`config.mk`:
```
export PLATFORM = sky130hd
export DESIGN_NAME = serial_logic_unit
export DESIGN_NICKNAME = d
export VERILOG_FILES = /design/src/rtl/logic_pkg.sv /design/src/rtl/logic_slice.sv /design/src/rtl/serial_logic_unit.sv
export SDC_FILE = /design/constraint.sdc
export NUM_CORES = 1
export LEC_CHECK = 0
export ABC_CLOCK_PERIOD_IN_PS = 2200
export BUFFER_PORTS_ARGS = -buffer_cell sky130_fd_sc_hd__buf_2
export CORE_MARGIN = 10
export CORE_UTILIZATION = 45
export DETAILED_ROUTE_END_ITERATION = 6
export HOLD_SLACK_MARGIN = 0.08
export MAX_ROUTING_LAYER = met4
export PLACE_DENSITY = 0.75
export SYNTH_ARGS = -nofsm -noshare
export SYNTH_HDL_FRONTEND = slang
export SYNTH_SLANG_ARGS = --single-unit
```
`constraint.sdc`:
```
create_clock -name clk -period 2.2 [get_ports clk]
set_clock_uncertainty 0.15 [all_clocks]
set_input_delay 0.44 -clock clk [delete_from_list [all_inputs] [get_ports clk]]
set_output_delay 0.44 -clock clk [all_outputs]
set_load 0.05 [all_outputs]
```
`src/rtl/logic_pkg.sv`:
```
// Shared types for the bit-serial logic unit: operation codes and control states.
package logic_pkg;

  typedef enum logic [1:0] {
    OP_AND = 2'b00,
    OP_OR  = 2'b01,
    OP_XOR = 2'b10,
    OP_NOR = 2'b11
  } op_e;

  typedef enum logic [1:0] {
    IDLE = 2'b00,
    RUN  = 2'b01,
    DONE = 2'b10
  } state_e;

  // Digit counter must hold 0..steps-1 with one spare bit of headroom.
  function automatic int unsigned cnt_width(input int unsigned steps);
    return $clog2(steps) + 1;
  endfunction

endpackage

```
`src/rtl/logic_slice.sv`:
```
// DIGIT-bit combinational logic slice: per-bit gate primitives followed by an op-select mux.
module logic_slice
  import logic_pkg::*;
#(
  parameter int unsigned DIGIT = 1
) (
  input  op_e              op,
  input  logic [DIGIT-1:0] a,
  input  logic [DIGIT-1:0] b,
  output logic [DIGIT-1:0] y
);

  logic [DIGIT-1:0] and_w;
  logic [DIGIT-1:0] or_w;
  logic [DIGIT-1:0] xor_w;
  logic [DIGIT-1:0] nor_w;

  for (genvar i = 0; i < DIGIT; i++) begin : g_bit
    and u_and (and_w[i], a[i], b[i]);
    or  u_or  (or_w[i],  a[i], b[i]);
    xor u_xor (xor_w[i], a[i], b[i]);
    nor u_nor (nor_w[i], a[i], b[i]);
  end

  // NOTE: assigning a default before the case keeps this purely combinational (no latch).
  always_comb begin
    y = and_w;
    case (op)
      OP_AND: y = and_w;
      OP_OR:  y = or_w;
      OP_XOR: y = xor_w;
      OP_NOR: y = nor_w;
      default: y = and_w;
    endcase
  end

endmodule

```
`src/rtl/serial_logic_unit.sv`:
```
// Bit-serial AND/OR/XOR/NOR unit: consumes DIGIT bits per cycle from captured operands and
// presents the N-bit result with a zero flag over valid/ready handshakes.
module serial_logic_unit
  import logic_pkg::*;
#(
  parameter int unsigned N     = 32,
  parameter int unsigned DIGIT = 1
) (
  input  logic         clk,
  input  logic         rst_n,
  input  logic         in_valid,
  output logic         in_ready,
  input  logic [1:0]   op,
  input  logic [N-1:0] a,
  input  logic [N-1:0] b,
  output logic         out_valid,
  input  logic         out_ready,
  output logic [N-1:0] f,
  output logic         zero
);

  localparam int unsigned STEPS = N / DIGIT;
  localparam int unsigned CW    = cnt_width(STEPS);
  localparam logic [CW-1:0] LAST = CW'(STEPS - 1);

  if (DIGIT == 0 || (N % DIGIT) != 0) begin : g_bad_digit
    $error("serial_logic_unit: DIGIT (%0d) must divide N (%0d)", DIGIT, N);
  end

  state_e         state_q, state_d;
  op_e            op_q, op_d;
  logic [N-1:0]   a_q, a_d;
  logic [N-1:0]   b_q, b_d;
  logic [N-1:0]   res_q, res_d;
  logic [N-1:0]   f_q, f_d;
  logic           zero_q, zero_d;
  logic [CW-1:0]  cnt_q, cnt_d;

  logic [DIGIT-1:0] slice_y;
  logic [N-1:0]     res_next;

  logic_slice #(.DIGIT(DIGIT)) u_slice (
    .op (op_q),
    .a  (a_q[DIGIT-1:0]),
    .b  (b_q[DIGIT-1:0]),
    .y  (slice_y)
  );

  // New digit enters at the MSB end; after STEPS shifts the first digit sits at bit 0.
  assign res_next = (res_q >> DIGIT) | (N'(slice_y) << (N - DIGIT));

  always_comb begin
    state_d = state_q;
    op_d    = op_q;
    a_d     = a_q;
    b_d     = b_q;
    res_d   = res_q;
    f_d     = f_q;
    zero_d  = zero_q;
    cnt_d   = cnt_q;
    case (state_q)
      IDLE: begin
        if (in_valid) begin
          op_d    = op_e'(op);
          a_d     = a;
          b_d     = b;
          res_d   = '0;
          cnt_d   = '0;
          state_d = RUN;
        end
      end
      RUN: begin
        a_d   = a_q >> DIGIT;
        b_d   = b_q >> DIGIT;
        res_d = res_next;
        cnt_d = cnt_q + 1'b1;
        if (cnt_q == LAST) begin
          f_d     = res_next;
          zero_d  = (res_next == '0);
          state_d = DONE;
        end
      end
      DONE: begin
        if (out_ready) state_d = IDLE;
      end
      default: state_d = IDLE;
    endcase
  end

  // NOTE: sequential state uses non-blocking assignments so every flop samples pre-edge values.
  always_ff @(posedge clk or negedge rst_n) begin
    if (!rst_n) begin
      state_q <= IDLE;
      op_q    <= OP_AND;
      a_q     <= '0;
      b_q     <= '0;
      res_q   <= '0;
      f_q     <= '0;
      zero_q  <= 1'b0;
      cnt_q   <= '0;
    end else begin
      state_q <= state_d;
      op_q    <= op_d;
      a_q     <= a_d;
      b_q     <= b_d;
      res_q   <= res_d;
      f_q     <= f_d;
      zero_q  <= zero_d;
      cnt_q   <= cnt_d;
    end
  end

  assign in_ready  = (state_q == IDLE);
  assign out_valid = (state_q == DONE);
  assign f         = f_q;
  assign zero      = zero_q;

endmodule

```
== After elaboration in Yosys (flattened, before gate mapping) ==
Index checks and enable logic that the tools add are counted.

* $add $sub $neg: 1
* Bitwise operators: 5
* Multiplexer cells: 13
* Reductions and logical operators: 8
* Equality and inequality tests: 9

{| class="wikitable"
|+ Operators by type and width
! kind !! count
|-
| $pmux W32 S2 || 3
|-
| $mux W32 || 3
|-
| $logic_not A32 Y1 || 1
|-
| $or A31 B32 Y32 || 1
|-
| $pmux W6 S2 || 1
|-
| $add A6 B1 Y6 const B || 1
|-
| $eq A2 B2 Y1 const B || 3
|-
| $eq A6 B5 Y1 const B || 1
|-
| $mux W2 || 3
|-
| $mux W6 || 1
|-
| $pmux W2 S3 || 1
|-
| $reduce_and A2 Y1 || 3
|-
| $eq A2 B1 Y1 const B || 2
|-
| $logic_not A2 Y1 || 2
|-
| $ne A2 B2 Y1 const B || 2
|-
| $pmux W1 S4 || 1
|-
| $reduce_and A3 Y1 || 1
|-
| $ne A2 B1 Y1 const B || 1
|-
| $reduce_bool A2 Y1 || 1
|-
| $and A1 B1 Y1 || 1
|-
| $not A1 Y1 || 1
|-
| $or A1 B1 Y1 || 1
|-
| $xor A1 B1 Y1 || 1
|}

* Bits in registers: 139
* Output and inout port bits: 35
* Bits of input ports: 70
* Logic and storage cells: 44

== Depth between registers and ports, before layout ==
* Depth in word-level cells: 5
* Gate-level depth with buffers: 6

== By module ==
Synthesis repeated with hierarchy kept, for this count alone.

* Cell total of the unflattened synthesis: 553
* Area, all modules: 5755.5 µm²

{| class="wikitable"
|+ Modules (own cells, without submodules)
! module !! cells each !! area each (µm²) !! instances !! sequential area each (µm²)
|-
| serial_logic_unit || 544 || 5683.0 || 1 || 3453.3
|-
| logic_slice || 9 || 72.6 || 1 || 0.0
|}

== Worst setup path before layout ==
No wires, ideal clock.

* Kind: register to register
* From: register cnt_q[0]
* To: register f_q[24] (netlist: f[24])
* Stages on the path, launching flop included: 6
* Buffers on the path: 1
* Period minus slack after synthesis: 1853 ps
* Required time: 1925 ps
* Arrival time: 1578 ps
* Library setup time: 125 ps
* Setup slack: 347 ps
* Cells stage by stage: dfrtp_1 > ha_1 > nand2_1 > nor4_4 > buf_6 > mux2_2

* Word-level cells in the longest chain between the ends: 2

{| class="wikitable"
|+ RTL lines
! what !! RTL line !! source
|-
| start, declared || serial_logic_unit.sv:37 || <nowiki>logic [CW-1:0] cnt_q, cnt_d;</nowiki>
|-
| start signal, assigned || serial_logic_unit.sv:109 || <nowiki>cnt_q <= cnt_d;</nowiki>
|-
| $eq A6 B5 Y1 || serial_logic_unit.sv:77 || <nowiki>if (cnt_q == LAST) begin</nowiki>
|-
| $reduce_and A2 Y1 (no line) || -- ||
|-
| end signal, assigned || serial_logic_unit.sv:98 || <nowiki>f_q <= '0;</nowiki>
|-
| end signal, assigned || serial_logic_unit.sv:107 || <nowiki>f_q <= f_d;</nowiki>
|-
| end, declared || serial_logic_unit.sv:35 || <nowiki>logic [N-1:0] f_q, f_d;</nowiki>
|}

Every way passes these cells.
A chain may end at the register's enable or synchronous reset.

== Worst setup path in the final report ==
* From: register state_q[1]
* To: output port out_valid

* Word-level cells in the longest chain between the ends: 1

{| class="wikitable"
|+ RTL lines
! what !! RTL line !! source
|-
| start, declared || serial_logic_unit.sv:30 || <nowiki>state_e state_q, state_d;</nowiki>
|-
| start signal, assigned || serial_logic_unit.sv:102 || <nowiki>state_q <= state_d;</nowiki>
|-
| $eq A2 B2 Y1 || serial_logic_unit.sv:114 || <nowiki>assign out_valid = (state_q == DONE);</nowiki>
|-
| end, declared || serial_logic_unit.sv:16 || <nowiki>output logic out_valid,</nowiki>
|}

Every way passes these cells.

==> flow_summary.yaml <==
final_layout:
  post-route-util: 0.5821
  fin_nets: 725
  drive_above_1_share: 0.2737
  design_area_mm2: 0.007079
  syn_to_final_growth_pct: 25.29
  diodes: 0
  final_cell_mix: "dfrtp_1 (138), nand2_1 (131), buf_2 (103)"
  final_common_cell: "dfrtp_1"
clock_tree:
  root_buffer: "clkbuf_16"
  path_clk_slew_ns: 0.06
  h-tree-depth: 4
  cts_tree: "done"
  cts_sinks: 138
  clock_latency_ns: 0.41
  clockBufferDepth: 2
  cts_made_buffers: 17
die:
  ioPinCount: 105
  fp.dieArea_mm2: 0.01744
  start_util: 0.4646
  die_x_um: 132.1
  core-area_mm2: 0.01216
  die_y_um: 132.1
  num_rows: 40
grt:
  grt_max_degree: 76
  overflow: 0
  gr-usage-all-layers: 0.1568
  grt_pass1_vias: 4483
  grt_pass1_wl_um: 21980
  antenna_found_initial: 0
setup_path:
  cp_top_family: "flip-flops"
  slowest_stage: "dfrtp_1"
  worstPathCellList: "nor2b_1 > buf_2"
  startpoint_type: "register"
  cp_slowest_stage_delay_ns: 0.48
  required_ns: 1.61
  worst-setup-path-type: "register to output pin"
  critPathArrivalTime_ns: 1.43
  crit_path_max_fanout: 6
  worstSetupEndpointType: "output pin"
  crit_buf_inv: 1
sta:
  slew_headroom: 0.5291
  whs_ns: 0.09673
  hold_viol: 0
  setup_viol: 0
  finalCriticalPeriod_ns: 2.025
  worst_pin_slew_ns: 0.7047
  fin_crit_sh: 0.9203
  rsz0062_at_grt: "false"
  drv_slew: 0
  max_freq_ghz: 0.4939
route:
  wl_met1_um: 6002
  vias_per_cell: 5.200
  via_count: 4332
  routed.top_layer: "met4"
  drtIter0Drc: 317
  remaining_drc_errors: 0
  wl_met2_um: 6279
  wl_per_cell_um: 15.59
  met3_length_um: 569
  routed_wl_um: 12990
  drtAntennaViolNets: 0
  first_pass_iters: 5
run_status:
  status: "complete, no violations"
synth:
  ys_ff_latch: 138
  synth_cell_types: 32
  yosys.area.top_type: "dfrtp_1"
  syn_area_mm2: 0.005650
  synth.top_cell.area_share: 0.6112
  syn_inst: 551
  yosysWarnings: 0
  ys_seq_area_frac: 0.6112
  synth_area_leaders: "dfrtp_1 (61%), nand2_1 (8.7%), mux2_2 (5.8%), nor2_1 (4.7%), o22ai_1 (3.8%)"
  synthesis.nets: 624
  avgSynthCellArea_um2: 10.25
power:
  p_per_area_mw_per_mm2: 1276
  p_leak_nw: 3.523
  ir_worst_vdd_mv: 0.6115
placement:
  place_congestion: 0.7891
  hpwl_um: 8750
  place_area_mm2: 0.006406
  io_buffers: 104
job:
  maxCapViolCount: 0
min_path:
  min_path_type: "primary input to register"
[layer usage]
layer  vias to the layer above  GRT usage
met1                      2105     0.1978
met2                       114     0.2359
met5                         -          -
met3                        15    0.04345
met4                         0    0.05748
li1                       2098          -
[power by group]
part | internal (mW) | switching (mW) | total (mW)
Sequential | 3.41 | 0.627 | 4.04
Combinational | 0.845 | 1.14 | 1.99
Clock | 1.94 | 1.07 | 3.01
[flip-flops by register name (all words and copies together) (netlist names)]
register	count
a_q	32
b_q	32
f	32
res_q	31
cnt_q	6
op_q	2
state_q	2
zero	1
[final cells by class]
type	count	area, um^2
fill	1023	5082
timing repair buffer	117	723.2
clock inverter	13	191.4
multi-input combinational	374	2043
tap	168	210.2
inverter	4	15.01
clock buffer	19	442.9
sequential	138	3453
[cell families after synthesis]
| family | share of synthesized area |
|---|---|
| and+or+nand+nor | 0.1938 |
| DFF | 0.6112 |
| AOI/OAI and AO/OA | 0.09256 |
| buffers and inverters | 0.03078 |
| muxes | 0.06355 |
| adders and majority gates | 0.006644 |
| xor gates and xnor gates | 0.001550 |
[tightest hold or removal path: cells and delay by family]
family | cells | cell delay [ns]
buf+inv | 1 | 0.09
simple gates | 2 | 0.09
[timing repair]
| item | in CTS | in global routing |
|---|---|---|
| resized for setup | 0 | 2 |
| endpoints found under the hold margin | 38 | 0 |
| hold buffers | 3 | 0 |
| setup endpoints to repair | 0 | 4 |
| setup buffers | 0 | 0 |
[final timing paths]
path,from,end,depth (start not counted),slack (ns)
max in group asynchronous,rst_n,b_q[30],3,0.95
worst max register to register,cnt_q[0],f[15],5,0.28
worst max-delay path,state_q[1],out_valid,2,0.18
min in group asynchronous,rst_n,res_q[19],2,0.36
worst min register to register,a_q[6],a_q[6],2,0.33
worst min-delay path,op[0],op_q[0],3,0.1
[synth_stat cells, drive strengths merged]
library cell and n:
ha 3, nand2b 1, nor3b 1, nor3 2, o211ai 1, nor2b 5
buf 17, nand3 35, nand4 3, o31ai 2, or3b 1, a21oi 1
o22ai 34, nor2 71, nor4 8, xor2 1, clkbuf 18, nand2 132
inv 4, dfrtp 138, a31oi 1, a31o 1, a21o 1, mux2 31
a22oi 28, o21ai 10, mux2i 1
[stage by stage]
| step | instances | TNS (ns) | total power [mW] | setup slack [ns] |
|---|---|---|---|---|
| after floorplan | 551 | 0 | 5.384 | 0.3469 |
| after global placement | 798 | 0 | 5.903 | 0.01418 |
| after detailed placement | 798 | -0.01449 | 6.065 | -0.007331 |
| after CTS | 833 | 0 | 9.127 | 0.06534 |
| after global routing | 833 | 0 | 9.652 | 0.1171 |
| final | 833 | 0 | 9.033 | 0.1753 |
Note: power is estimated with default switching activity, not from simulation.
